<file path="src/rtl/instruction_fetch_unit.sv">
// -----------------------------------------------------------------------------
// instruction_fetch_unit
//
// Fetch stage sitting directly behind the instruction address generator.
// Latches the incoming PC, issues a read to instruction memory over a
// Mem_Req/Mem_Ack handshake, captures the returned word into the instruction
// register and offers it to decode under an IR_valid/Decode_ready handshake.
// One PC_enable pulse is produced per captured word so the address generator
// advances. A Flush redirects fetching to the current PC. A memory that never
// acknowledges drives the unit into a sticky error state left only by reset.
//
// All outputs come straight from flops.
//
// Ports
//   Clock         in   system clock, all state updates on posedge
//   Reset_n       in   synchronous active-low reset
//   PC            in   current PC from the address generator
//   PC_enable     out  one-cycle pulse advancing the address generator
//   Mem_Req       out  read request to instruction memory
//   Mem_Addr      out  read address (low MEM_AW bits of the latched PC)
//   Mem_Ack       in   memory data valid, honoured only while Mem_Req=1
//   Mem_Data      in   instruction word, sampled when Mem_Ack=1
//   IR            out  instruction register
//   IR_PC         out  full address the IR was fetched from
//   IR_valid      out  IR holds an unconsumed instruction
//   Decode_ready  in   decode accepts the IR this cycle
//   Flush         in   discard in-flight fetch and held IR, refetch from PC
//   Fetch_Error   out  sticky memory-timeout flag
//
// State table
//   state   | meaning
//   --------+---------------------------------------------------------------
//   S_IDLE  | out of reset; latch PC and start the first request
//   S_ISSUE | Mem_Req high, waiting for Mem_Ack, timeout counter running
//   S_HOLD  | IR valid, waiting for decode to take it
//   S_FLUSH | one request-free cycle, latch the redirected PC
//   S_ERROR | memory timed out; parked until reset
// -----------------------------------------------------------------------------
module instruction_fetch_unit #(
    parameter int ADDR_W  = 32,
    parameter int MEM_AW  = 7,
    parameter int DATA_W  = 32,
    parameter int TIMEOUT = 15
) (
    input  logic              Clock,
    input  logic              Reset_n,
    input  logic [ADDR_W-1:0] PC,
    output logic              PC_enable,
    output logic              Mem_Req,
    output logic [MEM_AW-1:0] Mem_Addr,
    input  logic              Mem_Ack,
    input  logic [DATA_W-1:0] Mem_Data,
    output logic [DATA_W-1:0] IR,
    output logic [ADDR_W-1:0] IR_PC,
    output logic              IR_valid,
    input  logic              Decode_ready,
    input  logic              Flush,
    output logic              Fetch_Error
);

    localparam int CNT_W = $clog2(TIMEOUT + 1);

    typedef enum logic [2:0] {
        S_IDLE  = 3'd0,
        S_ISSUE = 3'd1,
        S_HOLD  = 3'd2,
        S_FLUSH = 3'd3,
        S_ERROR = 3'd4
    } state_e;

    state_e              state_q,    state_d;
    logic [ADDR_W-1:0]   addr_q,     addr_d;
    logic [CNT_W-1:0]    cnt_q,      cnt_d;
    logic                mem_req_q,  mem_req_d;
    logic                pc_en_q,    pc_en_d;
    logic [DATA_W-1:0]   ir_q,       ir_d;
    logic [ADDR_W-1:0]   ir_pc_q,    ir_pc_d;
    logic                ir_valid_q, ir_valid_d;
    logic                err_q,      err_d;

    // The last request cycle is the one in which the counter already shows
    // TIMEOUT-1 completed cycles; its closing edge makes TIMEOUT request cycles.
    logic                timeout_hit;
    assign timeout_hit = (cnt_q == CNT_W'(TIMEOUT - 1));

    always_ff @(posedge Clock) begin
        if (!Reset_n) begin
            state_q    <= S_IDLE;
            addr_q     <= '0;
            cnt_q      <= '0;
            mem_req_q  <= 1'b0;
            pc_en_q    <= 1'b0;
            ir_q       <= '0;
            ir_pc_q    <= '0;
            ir_valid_q <= 1'b0;
            err_q      <= 1'b0;
        end else begin
            state_q    <= state_d;
            addr_q     <= addr_d;
            cnt_q      <= cnt_d;
            mem_req_q  <= mem_req_d;
            pc_en_q    <= pc_en_d;
            ir_q       <= ir_d;
            ir_pc_q    <= ir_pc_d;
            ir_valid_q <= ir_valid_d;
            err_q      <= err_d;
        end
    end

    always_comb begin
        state_d    = state_q;
        addr_d     = addr_q;
        cnt_d      = cnt_q;
        mem_req_d  = mem_req_q;
        pc_en_d    = 1'b0;
        ir_d       = ir_q;
        ir_pc_d    = ir_pc_q;
        ir_valid_d = ir_valid_q;
        err_d      = err_q;

        case (state_q)
            S_IDLE: begin
                addr_d    = PC;
                cnt_d     = '0;
                mem_req_d = 1'b1;
                state_d   = S_ISSUE;
            end

            S_ISSUE: begin
                if (Flush) begin
                    // Any same-cycle acknowledge is dropped on purpose.
                    mem_req_d = 1'b0;
                    cnt_d     = '0;
                    state_d   = S_FLUSH;
                end else if (Mem_Ack) begin
                    ir_d       = Mem_Data;
                    ir_pc_d    = addr_q;
                    ir_valid_d = 1'b1;
                    pc_en_d    = 1'b1;
                    mem_req_d  = 1'b0;
                    cnt_d      = '0;
                    state_d    = S_HOLD;
                end else if (timeout_hit) begin
                    mem_req_d = 1'b0;
                    err_d     = 1'b1;
                    cnt_d     = cnt_q + CNT_W'(1);
                    state_d   = S_ERROR;
                end else begin
                    cnt_d = cnt_q + CNT_W'(1);
                end
            end

            S_HOLD: begin
                if (Flush) begin
                    // Flush wins over a pending decode handshake.
                    ir_valid_d = 1'b0;
                    state_d    = S_FLUSH;
                end else if (Decode_ready && ir_valid_q) begin
                    // PC has already advanced from the capture-time pulse.
                    ir_valid_d = 1'b0;
                    addr_d     = PC;
                    cnt_d      = '0;
                    mem_req_d  = 1'b1;
                    state_d    = S_ISSUE;
                end
            end

            S_FLUSH: begin
                addr_d    = PC;
                cnt_d     = '0;
                mem_req_d = 1'b1;
                state_d   = S_ISSUE;
            end

            S_ERROR: begin
                mem_req_d = 1'b0;
                err_d     = 1'b1;
            end

            default: begin
                mem_req_d  = 1'b0;
                ir_valid_d = 1'b0;
                state_d    = S_IDLE;
            end
        endcase
    end

    assign PC_enable   = pc_en_q;
    assign Mem_Req     = mem_req_q;
    assign Mem_Addr    = addr_q[MEM_AW-1:0];
    assign IR          = ir_q;
    assign IR_PC       = ir_pc_q;
    assign IR_valid    = ir_valid_q;
    assign Fetch_Error = err_q;

endmodule

</file>
<file path="config.mk">
export PLATFORM = sky130hd
export DESIGN_NAME = instruction_fetch_unit
export DESIGN_NICKNAME = d
export VERILOG_FILES = /design/src/rtl/instruction_fetch_unit.sv
export SDC_FILE = /design/constraint.sdc
export NUM_CORES = 1
export LEC_CHECK = 0
export CAP_MARGIN = 40
export CORE_UTILIZATION = 40
export DETAILED_ROUTE_END_ITERATION = 7
export MAX_ROUTING_LAYER = met4
export PLACE_DENSITY = 0.8
export SLEW_MARGIN = 30
export SYNTH_ARGS = -nofsm -noshare
export SYNTH_HDL_FRONTEND = slang
export SYNTH_SLANG_ARGS = --single-unit
</file>
<file path="constraint.sdc">
create_clock -name Clock -period 1.9 [get_ports Clock]
set_clock_uncertainty 0.1 [all_clocks]
set_input_delay 0.285 -clock Clock [delete_from_list [all_inputs] [get_ports Clock]]
set_output_delay 0.285 -clock Clock [all_outputs]
set_load 0.005 [all_outputs]
</file>
==> metrics.md, run 1 <==
| Metric | Value |
|---|---|
| Vias in the first global route | 4126 |
| DP HPWL | 8036 um |
| Worst Setup Path Type | register to primary output |
| GRT overflow | 0 |
| Period minus WS final | 1.789 ns |
| H-tree Lvls | 3 |
| Io pins | 144 |
| Leak | 0.002212 uW |
| Via count | 4176 |
| Port-buffer cells | 143 |
| Largest cells by area after synthesis | dfxtp_1, a21oi_1, nand3_1 |
| Max-Cap Viols | 0 |
| Setup crit start | IR_valid |
| Register area share after synthesis | 0.4977 |
| Wire per inst | 15.39 um |
| Post-CTS setup buffers | 0 |
| CP top delay family | buffers and inverters |
| Syn-to-layout area delta | 42.15% |
| Status | complete, no violations |
| Clock-pin slew of the registers on the worst-case setup and hold paths | 0.10 ns |
| Iter 0 DRT Violations | 236 |
| Pre-Repair DR Iteration Count | 4 |
| P_int | 3398 uW |
| First-pass GRT wire length | 19230 um |
| Synthesized flop and latch total | 107 |
| Max Clk Rate | 559.0 MHz |
| Yosys warnings | 0 |
| Most common cell in the synthesized netlist | dfxtp_1 |
| Fin util | 0.5900 |
| Width of the die | 105.7 um |
| Drt drc | 0 |
| Mapped cell area | 4304 um^2 |
| Maximum VDD drop | 0.3603 mV |
| Comb pwr share | 0.158 |
| Num rows | 37 |
| Net Switching | 1196 uW |
| RSZ-0062 raised after global routing | no |
| Worst r2r src | state_q[1] |
| Critical-path maximum fanout | 7 |
| Fin crit share | 0.9415 |
| CP Capture Type | primary output |
| Initial antenna violation count | 0 |
| Hold Buf Count CTS | 0 |
| Synth top cells by count | dfxtp_1, a21oi_1, nand3_1, nand2_1, o21ai_0 |
| Number of gates resized after CTS | 0 |
| Syn Area/Cell | 8.506 um^2 |
| Total GRT Usage | 0.2162 |
| Max Slew Vio Count | 0 |
| Crit-path slowest cell | clkdlybuf4s50_1 |
| Crit path DAT | 1.40 ns |
| Core area | 10370 um^2 |
| Syn Nets | 577 |
| Yosys top cell area share | 0.4977 |
| Num CTS Buffers | 9 |
| Ratio of cells with drive above 1 in the final layout | 0.07765 |
| Critical path required time | 1.51 ns |
| WP buf/inv | 1 |
| Vias per cell | 5.445 |
| Power density cells | 750.8 nW/um^2 |
| DRT Wirelength | 11800 um |
| Initial Utilization | 0.4151 |
| Final net count | 697 |
| Final Hold Fails | 0 |
| Clock root cell | clkbuf_8 |
| Post-Syn Instances | 506 |
| Async SR Flop Fraction | 0 |
| Setup-failing EPs final | 0 |
| CP cell instances | clkdlybuf4s50_1 |
| Antenna Nets Post-Route | 0 |
| CTS tree | yes |
| Gp weighted congestion | 0.8667 |
| Skew-Pair Late Insertion Delay | 0.36 ns |
| Leading area contributor after synthesis | dfxtp_1 |
| Sequential share of power | 0.525 |
| Synth cell types | 35 |
| Net Sw Frac | 0.2603 |
| Die ar. | 11180 um^2 |
| Clk pwr share | 0.317 |
| Hold Crit Class | input port to register |
| HP Start | Mem_Ack |
| Worst slew pin tran | 0.6400 ns |
| Die Y | 105.7 um |
| Count of inserted antenna diode cells | 0 |
| Worst Setup Start Kind | register |
| Slew HR | 0.5733 |
| Max clock buf depth | 2 |
| Largest net degree at the start of global routing | 70 |
| Final Non-Filler Cells | 767 |
| Max stage delay on crit path | 0.57 ns |
| Synth Flop Type | dfxtp_1 |
| Fillers | 906 |
| Post-synth EDFFs | 0 |
| Placed cell count | 751 |
| Clock sinks | 107 |
[worst min-delay path, stage by stage]
cell     delay (ns)
buf_2          0.19
nand3_1        0.11
a21oi_1        0.05
[power by group through the flow]
stage	Sequential [uW]	Combinational [uW]	Clock, uW
3_5_place_dp	2460	721	0
2_1_floorplan	2450	356	0
3_3_place_gp	2460	707	0
6_report	2410	724	1460
5_1_grt	2430	779	1580
4_1_cts	2410	726	1490
[area by class of cell]
class                           instances  area, um^2  area share
Multi-Input combinational cell        337        1893      0.3094
Timing Repair Buffer                  167        1689      0.2761
Clock buffer                           10       137.6     0.02249
Tap cell                              136       170.2     0.02781
Clock inverter                          6       71.32     0.01166
Inverter                                4       15.01    0.002454
Sequential cell                       107        2142      0.3501
[per-layer routing]
metal | track usage | vias up | part of all wire
li1 | - | 2003 | -
met1 | 0.2600 | 1991 | 0.43
met2 | 0.3669 | 161 | 0.49
met3 | 0.03030 | 21 | 0.056
met4 | 0.08135 | 0 | 0.016
met5 | - | - | 0
[registers in the layout, summed over array words and instances (netlist names)]
register,count
IR,32
IR_PC,32
addr_q,32
cnt_q,4
state_q,3
Fetch_Error,1
IR_valid,1
Mem_Req,1
PC_enable,1
[kinds of logic (layout without fill, tap and decap cells)]
family	Yosys count	after routing	share of synthesized area
buf+inv	62	187	0.06570
mux	32	32	0.07442
simple gates	150	150	0.1634
fa+ha+maj	2	2	0.005813
flops	107	107	0.4977
compound gates	153	153	0.1930
[final timing paths]
check / to / slack (ns) / cells past startpoint
max: IR_valid / 0.11 / 1
min: IR[5] / 0.23 / 3
max reg2reg: cnt_q[3] / 0.16 / 3
min reg2reg: addr_q[25] / 0.37 / 2
[through the flow]
stage	total power [uW]	instance area (um^2)	setup TNS [ns]	worst slack [ns]	hold WS [ns]
global placement	3165	5909	-7.075	-0.1371	0.3416
detailed placement	3185	5909	-8.752	-0.1770	0.3496
floorplan	2809	4304	0	0.1305	0.3271
global route	4783	6118	0	0.06071	0.2255
CTS	4625	6118	0	0.1177	0.2153
finish	4594	6118	0	0.1111	0.2290
[layout by cell type, fill, tap and decap left out, drive strengths merged, types with 2 or more instances in the layout]
| master | instances |
|---|---|
| a21oi | 68 |
| nand2b | 2 |
| a31oi | 3 |
| o21ai | 66 |
| inv | 7 |
| nor2 | 3 |
| o211ai | 3 |
| nor4b | 2 |
| or4 | 2 |
| nor2b | 2 |
| nand2 | 65 |
| mux2i | 32 |
| a211oi | 3 |
| o21a | 2 |
| o2111ai | 3 |
| ha | 2 |
| clkbuf | 10 |
| nand3 | 66 |
| and3 | 2 |
| clkdlybuf4s50 | 141 |
| nor3 | 3 |
| dfxtp | 107 |
| buf | 26 |
(Power assumes the default switching activity.)
==> run 2, diff against run 1 <==
--- a/config.mk
+++ b/config.mk
@@ -6,11 +6,12 @@
 export NUM_CORES = 1
 export LEC_CHECK = 0
 export CAP_MARGIN = 40
-export CORE_UTILIZATION = 40
+export CORE_UTILIZATION = 41
 export DETAILED_ROUTE_END_ITERATION = 7
 export MAX_ROUTING_LAYER = met4
-export PLACE_DENSITY = 0.8
+export PLACE_DENSITY = 0.82
 export SLEW_MARGIN = 30
 export SYNTH_ARGS = -nofsm -noshare
 export SYNTH_HDL_FRONTEND = slang
 export SYNTH_SLANG_ARGS = --single-unit
+export TNS_END_PERCENT = 50
==> run 2 against run 1 <==
- count of clock-buffer cells in the layout is the same
- combinational power about the same
- setup slack got worse by 0.014 ns
- clock power hardly changed
- first-iteration DRC count grew 4.2%
- critical path depth up 2
- register-to-register slack got worse by 0.06 ns
- utilization grew 0.75 points
- die area decreased by 2.4%
- non-clock buffer count is 1 higher
==> metrics.md, run 2 (synthesis results as in run 1) <==
| Metric | Value |
|---|---|
| CP Capture Type | register (was primary output) |
| HP Start | Mem_Ack (unchanged) |
| Power density cells | 754.5 nW/um^2 (was 750.8 nW/um^2) |
| FF-to-FF End | cnt_q[3] (unchanged) |
| Die Y | 104.5 um (was 105.7 um) |
| Sequential share of power | 0.524 (was 0.525) |
| GRT overflow | 0 (unchanged) |
| RSZ-0062 raised after global routing | no (unchanged) |
| Min-Delay Endpoint | cnt_q[2] (was IR[5]) |
| Critical-path maximum fanout | 7 (unchanged) |
| Iter 0 DRT Violations | 246 (was 236) |
| Critical path required time | 2.10 ns (was 1.51 ns) |
| Via count | 4190 (was 4176) |
| DRT Wirelength | 11940 um (was 11800 um) |
| Count of inserted antenna diode cells | 0 (unchanged) |
| Worst Setup Path Type | register to register (was register to primary output) |
| Vias in the first global route | 4071 (was 4126) |
| Width of the die | 104.5 um (was 105.7 um) |
| Io pins | 144 (unchanged) |
| Crit-path slowest cell | or4b_4 (was clkdlybuf4s50_1) |
| Ratio of cells with drive above 1 in the final layout | 0.07911 (was 0.07765) |
| Status | complete, no violations (unchanged) |
| Port-buffer cells | 143 (unchanged) |
| Num CTS Buffers | 9 (unchanged) |
| Setup_tns | 0 ns (unchanged) |
| Skew-Pair Late Insertion Delay | 0.36 ns (about the same) |
| Drt drc | 0 (unchanged) |
| Final Non-Filler Cells | 768 (was 767) |
| CTS tree | yes (unchanged) |
| Setup-failing EPs final | 0 (unchanged) |
| Leak | 0.002213 uW (was 0.002212 uW) |
| Hold Crit Depth | 3 (unchanged) |
| Antenna Nets Post-Route | 0 (unchanged) |
| Core area | 10230 um^2 (was 10370 um^2) |
| Hold Crit Class | input port to register (unchanged) |
| Fin crit share | 0.9490 (was 0.9415) |
| Gp weighted congestion | 0.8621 (was 0.8667) |
| Comb pwr share | 0.157 (was 0.158) |
| Worst Setup Start Kind | register (unchanged) |
| H-tree Lvls | 3 (unchanged) |
| DP Area | 5904 um^2 (was 5909 um^2) |
| Number of gates resized after CTS | 0 (unchanged) |
| Wire per inst | 15.55 um (was 15.39 um) |
| Net Sw Frac | 0.2627 (was 0.2603) |
| Commonest cells after routing, fill and taps aside | clkdlybuf4s50_1, dfxtp_1, a21oi_1, nand3_1, nand2_1 (unchanged) |
| Max-Cap Viols | 0 (unchanged) |
| CP cell instances | or4b_4 > or4_1 > a31oi_1 (was clkdlybuf4s50_1) |
| Max clock buf depth | 2 (unchanged) |
| Post-CTS setup buffers | 0 (unchanged) |
| Period minus WS final | 1.803 ns (was 1.789 ns) |
| Worst R2R Path Depth | 3 (unchanged) |
| Maximum VDD drop | 0.3930 mV (was 0.3603 mV) |
| Post-route cell area | 6113 um^2 (was 6118 um^2) |
| P_int | 3401 uW (was 3398 uW) |
| Final net count | 698 (was 697) |
| Hold Buf Count CTS | 0 (unchanged) |
| Placed cell count | 752 (was 751) |
| Max Clk Rate | 554.6 MHz (was 559.0 MHz) |
| Total GRT Usage | 0.2236 (was 0.2162) |
| Final Hold Fails | 0 (unchanged) |
| Worst r2r src | state_q[0] (was state_q[1]) |
| Max Slew Vio Count | 0 (unchanged) |
| Pre-Repair DR Iteration Count | 6 (was 4) |
| Vias per cell | 5.456 (was 5.445) |
| DP HPWL | 8185 um (was 8036 um) |
| Initial Utilization | 0.4207 (was 0.4151) |
| Syn-to-layout area delta | 42.03% (was 42.15%) |
| Largest net degree at the start of global routing | 40 (was 70) |
| Clk pwr share | 0.319 (was 0.317) |
| Die ar. | 10910 um^2 (was 11180 um^2) |
| Max stage delay on crit path | 0.52 ns (was 0.57 ns) |
| Clock root cell | clkbuf_8 (unchanged) |
| First-pass GRT wire length | 19410 um (was 19230 um) |
| Net Switching | 1212 uW (was 1196 uW) |
| Slew HR | 0.7308 (was 0.5733) |
| Worst R2R Setup Slack | 0.1 ns (was 0.16 ns) |
| Clock sinks | 107 (unchanged) |
| Num rows | 37 (unchanged) |
| Initial antenna violation count | 0 (unchanged) |
| Most common cell after layout, fill and taps aside | clkdlybuf4s50_1 (unchanged) |
| Worst slew pin tran | 0.4033 ns (was 0.6400 ns) |
| Crit path DAT | 2.00 ns (was 1.40 ns) |
| Clock-pin slew of the registers on the worst-case setup and hold paths | 0.10 ns (about the same) |
-- run 2: changes by cell type in the layout (fill, tap and decap cells not counted) --
cell	delta
buf_12	-1
buf_4	+2
-- run 2: per-stage QoR --
stage                     utilization  worst slack [ns]  total power, uW  hold slack (ns)
after floorplan                     -            0.1305             2809           0.3271
after global routing           0.5975           0.01276             4801           0.2024
final                          0.5975           0.09687             4612           0.1971
after global placement         0.5771           -0.1459             3162           0.3424
after CTS                      0.5975           0.09738             4648           0.1747
after detailed placement       0.5771           -0.1749             3188           0.3474
-- run 2: worst max-delay path by stage --
stage / startpoint / depth (start not counted) / slack [ns] / to
after global placement: Flush / 4 / -0.15 / cnt_q[3]
after CTS: IR_valid / 1 / 0.1 / IR_valid
after detailed placement: Flush / 6 / -0.17 / addr_q[21]
final: state_q[0] / 3 / 0.1 / cnt_q[3]
after floorplan: state_q[2] / 6 / 0.13 / IR_PC[10]
after global routing: state_q[0] / 4 / 0.01 / IR_PC[28]
-- run 2: worst max-delay path: cells and delay by family, from the launching register on --
family | cells | cell delay [ns]
and+or+nand+nor | 2 | 1.01
DFF | 1 | 0.46
AOI/OAI and AO/OA | 1 | 0.17
-- run 2: cell type report --
type                       count  area (um^2)
fill                         892         4118
sequential                   107         2142
multi-input combinational    337         1893
timing repair buffer         168         1684
clock inverter                 6        71.32
tap                          136        170.2
inverter                       4        15.01
clock buffer                  10        137.6
-- run 2: layer usage --
metal	GRT usage	vias to the layer above	wire length, um
met5	-	-	0
met4	0.08367	0	170
met3	0.03258	20	690
met2	0.3709	183	5921
met1	0.2749	1982	5156
li1	-	2005	-
-- run 2: power groups by stage --
stage               clock network, uW  logic (uW)  registers [uW]
floorplan                           0         356            2450
global placement                    0         701            2460
detailed placement                  0         722            2470
CTS                              1510         726            2420
global route                     1590         782            2430
finish                           1470         726            2420
==> run 3, diff against run 2 <==
--- a/config.mk
+++ b/config.mk
@@ -7,10 +7,12 @@
 export LEC_CHECK = 0
 export CAP_MARGIN = 40
 export CORE_UTILIZATION = 41
+export CTS_CLUSTER_SIZE = 16
 export DETAILED_ROUTE_END_ITERATION = 7
 export MAX_ROUTING_LAYER = met4
 export PLACE_DENSITY = 0.82
-export SLEW_MARGIN = 30
+export SETUP_SLACK_MARGIN = 0.3
+export SLEW_MARGIN = 20
 export SYNTH_ARGS = -nofsm -noshare
 export SYNTH_HDL_FRONTEND = slang
 export SYNTH_SLANG_ARGS = --single-unit
==> run 3 against run 2 <==
- maximum frequency increased by 8.6%
- critical path type unchanged
- non-clock buffer count up 12
- cell area increased by 4.5%
- register-to-register slack improved by 0.14 ns
- largest power group unchanged
- hold slack better by 0.14 ns
- critical path depth stayed put
- global-route usage rose by 0.32 points
- total power fell by 0.99%
- first-iteration DRC count down 3.3%
- sequential cell count unchanged
- final cell count grew 1.6%
==> metrics.md, run 3 (synthesis results as in run 1) <==
| Metric | Value |
|---|---|
| Net Switching | 1210 uW (was 1212 uW) |
| Port-buffer cells | 143 (unchanged) |
| Max Slew Vio Count | 0 (unchanged) |
| Skew-Pair Late Insertion Delay | 0.36 ns (about the same) |
| Hold Crit Class | input port to register (unchanged) |
| CP Capture Type | register (unchanged) |
| Post-Place Worst Slack | -0.1707 ns (was -0.1749 ns) |
| Worst Setup Start Kind | register (unchanged) |
| Hold Slack | 0.3323 ns (was 0.1971 ns) |
| Die Y | 104.5 um (unchanged) |
| HP Start | Mem_Ack (unchanged) |
| Min setup slack post-route | 0.2401 ns (was 0.09687 ns) |
| DP HPWL | 8168 um (was 8185 um) |
| Final Non-Filler Cells | 780 (was 768) |
| Max clock buf depth | 2 (unchanged) |
| Status | complete, no violations (unchanged) |
| CTS tree | yes (unchanged) |
| Count of inserted antenna diode cells | 0 (unchanged) |
| Leak | 0.002818 uW (was 0.002213 uW) |
| Slew HR | 0.5814 (was 0.7308) |
| Clock sinks | 107 (unchanged) |
| Post-route cell area | 6386 um^2 (was 6113 um^2) |
| Antenna Nets Post-Route | 0 (unchanged) |
| Final net count | 710 (was 698) |
| Clock-pin slew of the registers on the worst-case setup and hold paths | 0.10 ns (about the same) |
| Ratio of cells with drive above 1 in the final layout | 0.1382 (was 0.07911) |
| Initial Utilization | 0.4207 (unchanged) |
| Sequential share of power | 0.529 (was 0.524) |
| Setup crit start | state_q[1] (was state_q[0]) |
| Setup-failing EPs final | 0 (unchanged) |
| Max Clk Rate | 602.4 MHz (was 554.6 MHz) |
| Wire per inst | 15.79 um (was 15.55 um) |
| DRT Wirelength | 12310 um (was 11940 um) |
| Critical-path maximum fanout | 6 (was 7) |
| Num rows | 37 (unchanged) |
| Vias per cell | 5.409 (was 5.456) |
| Final Hold Fails | 0 (unchanged) |
| Num CTS Buffers | 9 (unchanged) |
| Io pins | 144 (unchanged) |
| Vias in the first global route | 4021 (was 4071) |
| Design Power | 4567 uW (was 4612 uW) |
| Width of the die | 104.5 um (unchanged) |
| P_int | 3356 uW (was 3401 uW) |
| Largest net degree at the start of global routing | 70 (was 40) |
| Via count | 4219 (was 4190) |
| Net Sw Frac | 0.2650 (was 0.2627) |
| Worst r2r src | state_q[1] (was state_q[0]) |
| Maximum VDD drop | 0.4689 mV (was 0.3930 mV) |
| Comb pwr share | 0.179 (was 0.157) |
| Iter 0 DRT Violations | 238 (was 246) |
| Gp weighted congestion | 0.8768 (was 0.8621) |
| Most common cell after layout, fill and taps aside | clkdlybuf4s50_1 (unchanged) |
| Commonest cells after routing, fill and taps aside | clkdlybuf4s50_1, dfxtp_1, a21oi_1, nand3_1, nand2_1 (unchanged) |
| Period minus WS final | 1.660 ns (was 1.803 ns) |
| RSZ-0062 raised after global routing | yes (was no) |
| Worst Setup Path Type | register to register (unchanged) |
| Pre-Repair DR Iteration Count | 5 (was 6) |
| H-tree Lvls | 3 (unchanged) |
| Die ar. | 10910 um^2 (unchanged) |
| Hold Buf Count CTS | 0 (unchanged) |
| First-pass GRT wire length | 19490 um (was 19410 um) |
| DP Area | 5902 um^2 (was 5904 um^2) |
| Drt drc | 0 (unchanged) |
| Initial antenna violation count | 0 (unchanged) |
| Fin crit share | 0.8736 (was 0.9490) |
| Total GRT Usage | 0.2268 (was 0.2236) |
| Worst slew pin tran | 0.6270 ns (was 0.4033 ns) |
| Clk pwr share | 0.292 (was 0.319) |
| GRT overflow | 0 (unchanged) |
| Crit path DAT | 1.86 ns (was 2.00 ns) |
| Syn-to-layout area delta | 48.37% (was 42.03%) |
| Max-Cap Viols | 0 (unchanged) |
| Clock root cell | clkbuf_8 (unchanged) |
| Core area | 10230 um^2 (unchanged) |
| Power density cells | 715.1 nW/um^2 (was 754.5 nW/um^2) |
| Placed cell count | 750 (was 752) |
| Critical path required time | 2.10 ns (about the same) |
## run 3: layout make-up
| type | instances | area, um^2 |
|---|---|---|
| well taps | 136 | 170.2 |
| flip-flops and latches | 107 | 2180 |
| multi-input cells | 337 | 1903 |
| clock inverters | 4 | 33.78 |
| fillers | 874 | 3845 |
| inverters | 4 | 15.01 |
| clock buffers | 12 | 155.1 |
| repair buffers | 180 | 1929 |
## run 3: per-layer routing
metal,track usage,part of all wire,vias to the layer above
li1,-,-,2027
met1,0.2726,0.42,1988
met2,0.3803,0.50,176
met3,0.03885,0.062,28
met4,0.08265,0.021,0
met5,-,0,-
## run 3: power by group through the flow
stage,Sequential (uW),Combinational (uW),Clock (uW)
after floorplan,2450,369,0
after global routing,2430,872,1460
after global placement,2460,695,0
after detailed placement,2470,717,0
final,2420,815,1340
after CTS,2410,804,1360
## run 3: worst paths after layout
kind / end / slack, ns / depth (start not counted)
max: cnt_q[2] / 0.24 / 3
min: IR[4] / 0.33 / 4
max reg2reg: cnt_q[2] / 0.24 / 3
min reg2reg: addr_q[19] / 0.37 / 2
## run 3: critical path, cell delays in order, from the launching register on
cell,delay [ns]
dfxtp_4,0.38
or4b_4,0.58
or4_1,0.41
a31oi_1,0.13
## run 3: metrics by stage
stage | TNS [ns] | util
2_1_floorplan | 0 | -
3_3_place_gp | -7.514 | 0.5769
3_5_place_dp | -9.633 | 0.5769
4_1_cts | 0 | 0.6095
5_1_grt | 0 | 0.6242
6_report | 0 | 0.6242
## run 3: what timing repair did
item | in CTS | in global routing
hold endpoints to repair | 0 | 0
cloned | 3 | 0
gates resized for setup | 25 | 67
buffers inserted | 5 | 6
endpoints found under the setup margin | 147 | 151
pin swaps | 1 | 3
